## src/rtl/ps2_key_tx_if.sv

```systemverilog
// ps2_key_tx_if: key event word in, open-drain PS/2 clock/data drives and status out
interface ps2_key_tx_if;
  logic [10:0] ps2_key;
  logic ps2_clk_in;
  logic ps2_clk_out;
  logic ps2_dat_out;
  logic busy;
  logic overflow;
  modport master (output ps2_key, ps2_clk_in, input ps2_clk_out, ps2_dat_out, busy, overflow);
  modport slave (input ps2_key, ps2_clk_in, output ps2_clk_out, ps2_dat_out, busy, overflow);
endinterface

```

## src/rtl/ps2_key_tx.sv

```systemverilog
// ps2_key_tx: queues toggle-format key events and sends them as PS/2 device-to-host frames
module ps2_key_tx #(
  parameter int CLK_DIV = 400,
  parameter int FIFO_DEPTH = 4,
  parameter int GAP_TICKS = 4
) (
  input logic clk_sys,
  input logic reset_n,
  ps2_key_tx_if.slave bus
);
  localparam int AW = $clog2(FIFO_DEPTH);
  localparam int DW = $clog2(CLK_DIV);
  localparam int GW = $clog2(GAP_TICKS + 1);
  typedef enum logic [2:0] {IDLE, LOAD, BIT, GAP, INHIBIT} state_t;
  state_t state;
  logic [9:0] mem [FIFO_DEPTH];
  logic [AW-1:0] wr_ptr, rd_ptr;
  logic [AW:0] cnt;
  logic armed, prev, ovf;
  logic push, pop, accept, full;
  logic [DW-1:0] div;
  logic tick, enter;
  logic [3:0] bit_idx;
  logic phase, icnt, more, ext_p, rel_p, clk_o, dat_o;
  logic [GW-1:0] gcnt;
  logic [7:0] code, cur;
  logic [11:0] frame;
  logic [9:0] ev;
  assign push = armed && bus.ps2_key[10] != prev;
  assign full = cnt == (AW+1)'(FIFO_DEPTH);
  assign pop = state == IDLE && cnt != '0 && bus.ps2_clk_in;
  assign accept = push && (!full || pop);
  assign ev = mem[rd_ptr];
  assign tick = div == DW'(CLK_DIV - 1);
  // Prefix flags are consumed one per completed byte, so cur always names the byte in flight
  assign cur = ext_p ? 8'hE0 : rel_p ? 8'hF0 : code;
  // Bit 11 is the released level driven after the stop bit
  assign frame = {2'b11, ~^cur, cur, 1'b0};
  assign enter = state == LOAD || (tick && bus.ps2_clk_in &&
                 ((state == GAP && gcnt == GW'(GAP_TICKS - 1) && more) || (state == INHIBIT && icnt)));
  assign bus.ps2_clk_out = clk_o;
  assign bus.ps2_dat_out = dat_o;
  assign bus.overflow = ovf;
  assign bus.busy = state != IDLE || cnt != '0;
  always_ff @(posedge clk_sys)
    if (accept) mem[wr_ptr] <= bus.ps2_key[9:0];
  always_ff @(posedge clk_sys or negedge reset_n)
    if (!reset_n) begin
      armed <= 1'b0;
      prev <= 1'b0;
      wr_ptr <= '0;
      rd_ptr <= '0;
      cnt <= '0;
      ovf <= 1'b0;
    end else begin
      armed <= 1'b1;
      prev <= bus.ps2_key[10];
      ovf <= push && !accept;
      if (accept) wr_ptr <= wr_ptr + 1'b1;
      if (pop) rd_ptr <= rd_ptr + 1'b1;
      cnt <= cnt + (AW+1)'(accept) - (AW+1)'(pop);
    end
  always_ff @(posedge clk_sys or negedge reset_n)
    if (!reset_n) begin
      state <= IDLE;
      div <= '0;
      bit_idx <= '0;
      phase <= 1'b0;
      gcnt <= '0;
      icnt <= 1'b0;
      more <= 1'b0;
      ext_p <= 1'b0;
      rel_p <= 1'b0;
      code <= '0;
      clk_o <= 1'b1;
      dat_o <= 1'b1;
    end else begin
      div <= tick ? '0 : div + 1'b1;
      case (state)
        IDLE: if (pop) begin
          {rel_p, ext_p, code} <= {~ev[9], ev[8], ev[7:0]};
          state <= LOAD;
        end
        BIT: if (tick) begin
          if (!phase) begin
            if (!bus.ps2_clk_in && bit_idx != 4'd10) begin
              dat_o <= 1'b1;
              icnt <= 1'b0;
              state <= INHIBIT;
            end else begin
              phase <= 1'b1;
              clk_o <= 1'b0;
            end
          end else begin
            phase <= 1'b0;
            clk_o <= 1'b1;
            bit_idx <= bit_idx + 4'd1;
            dat_o <= frame[bit_idx + 4'd1];
            if (bit_idx == 4'd10) begin
              more <= ext_p || rel_p;
              if (ext_p) ext_p <= 1'b0;
              else rel_p <= 1'b0;
              gcnt <= '0;
              state <= GAP;
            end
          end
        end
        GAP: if (tick) begin
          gcnt <= gcnt + 1'b1;
          icnt <= 1'b0;
          if (gcnt == GW'(GAP_TICKS - 1)) state <= more ? INHIBIT : IDLE;
        end
        INHIBIT: icnt <= bus.ps2_clk_in && (icnt || tick);
        default: ;
      endcase
      if (enter) begin
        state <= BIT;
        div <= '0;
        bit_idx <= '0;
        phase <= 1'b0;
        dat_o <= 1'b0;
      end
    end
endmodule
```

## src/flat_wrapper.sv

```systemverilog
// flat-port wrapper written by rule: the top's interface ports become plain ports
module ps2_key_tx_flat 
#(
  parameter int CLK_DIV = 400,
  parameter int FIFO_DEPTH = 4,
  parameter int GAP_TICKS = 4
)
  (clk_sys, reset_n, bus_ps2_key, bus_ps2_clk_in, bus_ps2_clk_out, bus_ps2_dat_out, bus_busy, bus_overflow);
  ps2_key_tx_if bus_i ();
  input logic clk_sys;
  input logic reset_n;
  input wire logic [$bits(bus_i.ps2_key)-1:0] bus_ps2_key;
  input wire logic [$bits(bus_i.ps2_clk_in)-1:0] bus_ps2_clk_in;
  output wire logic [$bits(bus_i.ps2_clk_out)-1:0] bus_ps2_clk_out;
  output wire logic [$bits(bus_i.ps2_dat_out)-1:0] bus_ps2_dat_out;
  output wire logic [$bits(bus_i.busy)-1:0] bus_busy;
  output wire logic [$bits(bus_i.overflow)-1:0] bus_overflow;
  assign bus_i.ps2_key = bus_ps2_key;
  assign bus_i.ps2_clk_in = bus_ps2_clk_in;
  assign bus_ps2_clk_out = bus_i.ps2_clk_out;
  assign bus_ps2_dat_out = bus_i.ps2_dat_out;
  assign bus_busy = bus_i.busy;
  assign bus_overflow = bus_i.overflow;
  ps2_key_tx #(.CLK_DIV(CLK_DIV), .FIFO_DEPTH(FIFO_DEPTH), .GAP_TICKS(GAP_TICKS)) u_core (.clk_sys(clk_sys), .reset_n(reset_n), .bus(bus_i));
endmodule
```

## config.mk

```make
export PLATFORM = sky130hd
export DESIGN_NAME = ps2_key_tx_flat
export DESIGN_NICKNAME = d
export VERILOG_FILES = /design/src/rtl/ps2_key_tx_if.sv /design/src/rtl/ps2_key_tx.sv /design/src/flat_wrapper.sv
export SDC_FILE = /design/constraint.sdc
export NUM_CORES = 1
export LEC_CHECK = 0
export ABC_AREA = 1
export BUFFER_PORTS_ARGS = -buffer_cell sky130_fd_sc_hd__buf_2
export CORE_MARGIN = 1
export CORE_UTILIZATION = 60
export DETAILED_ROUTE_END_ITERATION = 8
export GPL_TIMING_DRIVEN = 0
export PLACE_DENSITY = 0.85
export SLEW_MARGIN = 10
export SYNTH_ARGS = -nofsm -noshare
export SYNTH_HDL_FRONTEND = slang
export SYNTH_SLANG_ARGS = --single-unit
```

## constraint.sdc

```tcl
create_clock -name clk_sys -period 2.9 [get_ports clk_sys]
set_input_delay 0.29 -clock clk_sys [delete_from_list [all_inputs] [get_ports clk_sys]]
set_output_delay 0.29 -clock clk_sys [all_outputs]
set_load 0.02 [all_outputs]
```

==> impl_results.html <==
<table>
<tr><th>Metric</th><th>Value</th></tr>
<tr><th colspan="2">Min path</th></tr>
<tr><td>Hold/Removal Path Class</td><td>input port to register</td></tr>
<tr><td>Hold path startpoint</td><td>bus_ps2_key[10]</td></tr>
<tr><th colspan="2">Clock tree</th></tr>
<tr><td>Later-pin clock latency in the skew report</td><td>0.36 ns</td></tr>
<tr><td>Number of gates given a new drive strength after cts</td><td>0</td></tr>
<tr><td>CTS Hold Buffers Added</td><td>0</td></tr>
<tr><td>Number of buffers on the longest clock path</td><td>2</td></tr>
<tr><td>H-tree depth reported by CTS</td><td>3</td></tr>
<tr><td>TritonCTS clock tree</td><td>done</td></tr>
<tr><td>Clock slew seen by the registers of the worst setup and hold paths</td><td>0.09 ns</td></tr>
<tr><td>Setup Buffers After CTS</td><td>0</td></tr>
<tr><td>Clock net sink count</td><td>84</td></tr>
<tr><td>CTS Root Cell</td><td>sky130_fd_sc_hd__clkbuf_8</td></tr>
<tr><td>Number of CTS-inserted buffers</td><td>9</td></tr>
<tr><th colspan="2">Place</th></tr>
<tr><td>Count of placed standard cells including taps</td><td>530</td></tr>
<tr><td>Routability cong.</td><td>0.8831</td></tr>
<tr><td>Number of buffers added on ports</td><td>17</td></tr>
<tr><td>DPL Wire Length</td><td>5.157 mm</td></tr>
<tr><td>Placed standard-cell area</td><td>4254 sq um</td></tr>
<tr><th colspan="2">Drt</th></tr>
<tr><td>Average routed wire per standard cell</td><td>13.51 um</td></tr>
<tr><td>TritonRoute pass-1 iters</td><td>7</td></tr>
<tr><td>1st-iter DRT viols</td><td>211</td></tr>
<tr><td>DR vias</td><td>3059</td></tr>
<tr><td>Via-to-Cell Ratio</td><td>5.603</td></tr>
<tr><td>Antenna violation net count after detailed routing</td><td>0</td></tr>
<tr><td>Routed Wire Length</td><td>7.374 mm</td></tr>
<tr><td>DRC violations left</td><td>4</td></tr>
<tr><th colspan="2">Pwr</th></tr>
<tr><td>Fraction of power consumed by combinational cells</td><td>35.5%</td></tr>
<tr><td>Total power divided by cell area</td><td>869.3 nW/um^2</td></tr>
<tr><td>Net Sw Power</td><td>1.538 mW</td></tr>
<tr><td>Peak ir drop on the vdd network</td><td>0.6584 mV</td></tr>
<tr><td>Sw Ratio</td><td>39.87%</td></tr>
<tr><td>Power Internal</td><td>2.319 mW</td></tr>
<tr><td>Post-route total power</td><td>3.857 mW</td></tr>
<tr><td>Leakage dissipation</td><td>1.929 nW</td></tr>
<tr><td>Clk network pwr share</td><td>19.8%</td></tr>
<tr><td>Sequential cell fraction of total power</td><td>44.7%</td></tr>
<tr><th colspan="2">Synthesis</th></tr>
<tr><td>Most frequent cell after synthesis</td><td>sky130_fd_sc_hd__nand2_1</td></tr>
<tr><td>Avg Inst Size Synth</td><td>9.341 sq um</td></tr>
<tr><td>Syn Inst Count</td><td>436</td></tr>
<tr><td>Fraction of post-synthesis cell area in the top cell type by area</td><td>29.49%</td></tr>
<tr><td>Number of nets in the synthesized netlist</td><td>462</td></tr>
<tr><td>Leading cell types by total area after synthesis</td><td>sky130_fd_sc_hd__edfxtp_1 29%, sky130_fd_sc_hd__dfrtp_1 26%, sky130_fd_sc_hd__nand2_1 7.4%</td></tr>
<tr><td>Post-synth top area cell</td><td>sky130_fd_sc_hd__edfxtp_1</td></tr>
<tr><td>Number of distinct library cells after synthesis</td><td>37</td></tr>
<tr><td>Commonest cells post-synth</td><td>80 x sky130_fd_sc_hd__nand2_1, 51 x sky130_fd_sc_hd__nor2_1, 49 x sky130_fd_sc_hd__inv_1, 42 x sky130_fd_sc_hd__dfrtp_1, 40 x sky130_fd_sc_hd__edfxtp_1</td></tr>
<tr><td>Async S/R FF share, synth</td><td>52.38%</td></tr>
<tr><td>Total of warnings raised by yosys</td><td>0</td></tr>
<tr><td>FF+latch count, synth</td><td>84</td></tr>
<tr><td>Portion of the post-synthesis area used by sequential elements</td><td>56.59%</td></tr>
<tr><td>Count of flip-flops with a built-in enable after synthesis</td><td>40</td></tr>
<tr><td>Post-synth top flop</td><td>sky130_fd_sc_hd__dfrtp_1</td></tr>
<tr><td>Post-Synthesis Cell Area</td><td>4073 sq um</td></tr>
<tr><th colspan="2">Floorplanning</th></tr>
<tr><td>Floorplan die height</td><td>84.39 um</td></tr>
<tr><td>Core ar.</td><td>6459 sq um</td></tr>
<tr><td>Initial standard-cell utilization of the core</td><td>63.06%</td></tr>
<tr><td># IOs</td><td>18</td></tr>
<tr><td>Die Span X</td><td>84.39 um</td></tr>
<tr><td>Number of rows in the core area</td><td>29</td></tr>
<tr><td>Floorplan die area</td><td>7121 sq um</td></tr>
<tr><th colspan="2">Finish</th></tr>
<tr><td>Post-layout nets</td><td>490</td></tr>
<tr><td>End-of-flow core utilization</td><td>68.69%</td></tr>
<tr><td>Final instance area</td><td>4437 sq um</td></tr>
<tr><td># diodes</td><td>0</td></tr>
<tr><td>Area Growth Syn to Fin</td><td>8.940%</td></tr>
<tr><td>Count of filler cells inserted in the layout</td><td>480</td></tr>
<tr><td>Fraction of layout instances using a drive strength above 1</td><td>13.65%</td></tr>
<tr><td>Number of cells in the finished layout apart from fillers</td><td>546</td></tr>
<tr><th colspan="2">Worst setup path</th></tr>
<tr><td>Capturing instance or port of the critical path</td><td>u_core.cnt[2]$_DFF_PN0_</td></tr>
<tr><td>R2r worst-path depth</td><td>12</td></tr>
<tr><td>Data arrival time of the critical path</td><td>2.66 ns</td></tr>
<tr><td>CP Max Fanout</td><td>10</td></tr>
<tr><td>Crit. Startpoint</td><td>u_core.state[0]$_DFFE_PN0P_</td></tr>
<tr><td>Endpoint of the most critical register-to-register path</td><td>u_core.cnt[2]$_DFF_PN0_</td></tr>
<tr><td>Setup slack, reg-to-reg</td><td>0.49 ns</td></tr>
<tr><td>Launch point of the worst reg-to-reg path</td><td>u_core.state[0]$_DFFE_PN0P_</td></tr>
<tr><td>Type of element launching the critical path</td><td>register</td></tr>
<tr><td>Required time at the worst-slack endpoint</td><td>3.15 ns</td></tr>
<tr><td>CP Capture Type</td><td>register</td></tr>
<tr><td>Critical path class</td><td>register to register</td></tr>
<tr><th colspan="2">Global routing</th></tr>
<tr><td>Global-route wire length before repair</td><td>12.45 mm</td></tr>
<tr><td>Tot GR Track Use</td><td>22.63%</td></tr>
<tr><td>Overflow left after global routing</td><td>0</td></tr>
<tr><td>Number of antenna violations at the first check in global routing</td><td>0</td></tr>
<tr><td>Via count of the first global-routing pass</td><td>2931</td></tr>
<tr><td>Pin count of the biggest net entering global routing</td><td>45</td></tr>
<tr><th colspan="2">Timing</th></tr>
<tr><td>Layout Skew</td><td>0.007644 ns</td></tr>
<tr><td>Final count of negative-setup-slack endpoints</td><td>0</td></tr>
<tr><td>Transition time of the tightest slew-check pin</td><td>0.9374 ns</td></tr>
<tr><td>F_max</td><td>414.4 MHz</td></tr>
<tr><td>Worst relative slew slack</td><td>37.51%</td></tr>
<tr><td>Final Hold Vio Count</td><td>0</td></tr>
<tr><td>Max-slew violation count</td><td>0</td></tr>
<tr><td>RSZ-0062 raised after global routing</td><td>no</td></tr>
<tr><td>Final critical-path share of the clock period</td><td>83.21%</td></tr>
<tr><td>Setup total negative slack</td><td>0 ns</td></tr>
<tr><td>Time the worst path needs with I/O delays and setup</td><td>2.413 ns</td></tr>
<tr><th colspan="2">Job</th></tr>
<tr><td>Max-cap violations</td><td>0</td></tr>
<tr><th colspan="2">Outcome</th></tr>
<tr><td>Violated checks</td><td>design-rule violations</td></tr>
<tr><td>Run status</td><td>finished, violations left</td></tr>
</table>
flip-flops by register name, summed over array words and instances (netlist names), 2 cells and up:
| name | flops |
|---|---|
| u_core.code | 8 |
| u_core.wr_ptr | 2 |
| u_core.mem | 40 |
| u_core.rd_ptr | 2 |
| u_core.state | 3 |
| u_core.bit_idx | 4 |
| u_core.cnt | 3 |
| u_core.gcnt | 3 |
| u_core.div | 9 |
worst min path at each step:
| stage | slack (ns) | endpoint | cells past startpoint |
|---|---|---|---|
| 3_5_place_dp | 0.43 | u_core.prev$_DFF_PN0_ | 1 |
| 5_1_grt | 0.06 | u_core.prev$_DFF_PN0_ | 1 |
| 2_1_floorplan | -0.006 | u_core.armed$_DFF_PN0_ | 0 |
| 6_report | 0.06 | u_core.prev$_DFF_PN0_ | 1 |
| 4_1_cts | 0.05 | u_core.prev$_DFF_PN0_ | 1 |
| 3_3_place_gp | 0.43 | u_core.prev$_DFF_PN0_ | 1 |
per-layer routing:
metal | vias to the layer above | routed length, um | track usage, %
met5 | - | 0 | 0
met3 | 19 | 352 | 5.408
li1 | 1507 | - | -
met1 | 1448 | 3201 | 27.59
met2 | 85 | 3666 | 38.00
met4 | 0 | 153 | 11.40
placed cells by master, fill, tap and decap left out, types with 3 or more instances in the layout:
master	synthesis	final
sky130_fd_sc_hd__nor2_4	3	3
sky130_fd_sc_hd__a31oi_1	4	4
sky130_fd_sc_hd__nand4_1	4	4
sky130_fd_sc_hd__a21oi_1	5	5
sky130_fd_sc_hd__clkinvlp_4	0	4
sky130_fd_sc_hd__clkbuf_1	5	5
sky130_fd_sc_hd__xor2_1	6	6
sky130_fd_sc_hd__ha_1	11	11
sky130_fd_sc_hd__xnor2_1	3	3
sky130_fd_sc_hd__o21ai_1	17	17
sky130_fd_sc_hd__nand3_1	35	35
sky130_fd_sc_hd__inv_2	8	8
sky130_fd_sc_hd__inv_1	49	49
sky130_fd_sc_hd__nor3_1	6	6
sky130_fd_sc_hd__dfrtp_1	42	42
sky130_fd_sc_hd__clkbuf_8	0	9
sky130_fd_sc_hd__nand2_1	80	80
sky130_fd_sc_hd__nor2_1	51	51
sky130_fd_sc_hd__buf_2	2	19
sky130_fd_sc_hd__o21ai_0	28	28
sky130_fd_sc_hd__nor2_2	6	6
sky130_fd_sc_hd__o22ai_1	9	9
sky130_fd_sc_hd__edfxtp_1	40	40
critical path, cell delays in order, from the launching register on:
cell and delay, ns:
sky130_fd_sc_hd__dfrtp_1 0.46, sky130_fd_sc_hd__inv_2 0.13, sky130_fd_sc_hd__nand3_1 0.16, sky130_fd_sc_hd__inv_1 0.11, sky130_fd_sc_hd__nand3_1 0.12, sky130_fd_sc_hd__inv_1 0.09, sky130_fd_sc_hd__buf_2 0.21, sky130_fd_sc_hd__ha_1 0.26
sky130_fd_sc_hd__inv_1 0.06, sky130_fd_sc_hd__ha_1 0.14, sky130_fd_sc_hd__inv_1 0.05, sky130_fd_sc_hd__fa_1 0.38, sky130_fd_sc_hd__xnor2_1 0.13
stage by stage:
stage,hold WS (ns),setup WS [ns]
after detailed placement,0.4274,0.5228
after global routing,0.05620,0.2669
after floorplan,-0.005591,0.7837
final,0.06315,0.4869
after global placement,0.4255,0.5437
after CTS,0.05103,0.4871
layout make-up:
class	count	area [sq um]	area share (%)
repair buffers	17	85.08	1.918
well taps	77	96.34	2.171
clock buffers	9	123.9	2.792
flip-flops and latches	84	2305	51.95
clock inverters	7	58.81	1.325
multi-input cells	286	1510	34.04
plain buffers	9	43.79	0.9870
inverters	57	214.0	4.822
power by group through the flow:
stage          clock, mW  sequential, mW  combinational [mW]
3_5_place_dp           0            1.75                1.35
2_1_floorplan          0            1.70                1.05
6_report           0.763            1.73                1.37
3_3_place_gp           0            1.73                1.29
5_1_grt            0.818            1.75                1.57
4_1_cts            0.769            1.72                1.37
kinds of logic after synthesis:
kind of cell    Yosys count  share of synthesized area (%)
other cells               1                        0.09208
buf+inv                  66                          6.329
flops                    84                          56.59
xor+xnor                  9                          1.936
fa+ha+maj                12                          3.871
compound gates           70                          9.523
simple gates            194                          21.66
Power figures use the tool's default switching activity.
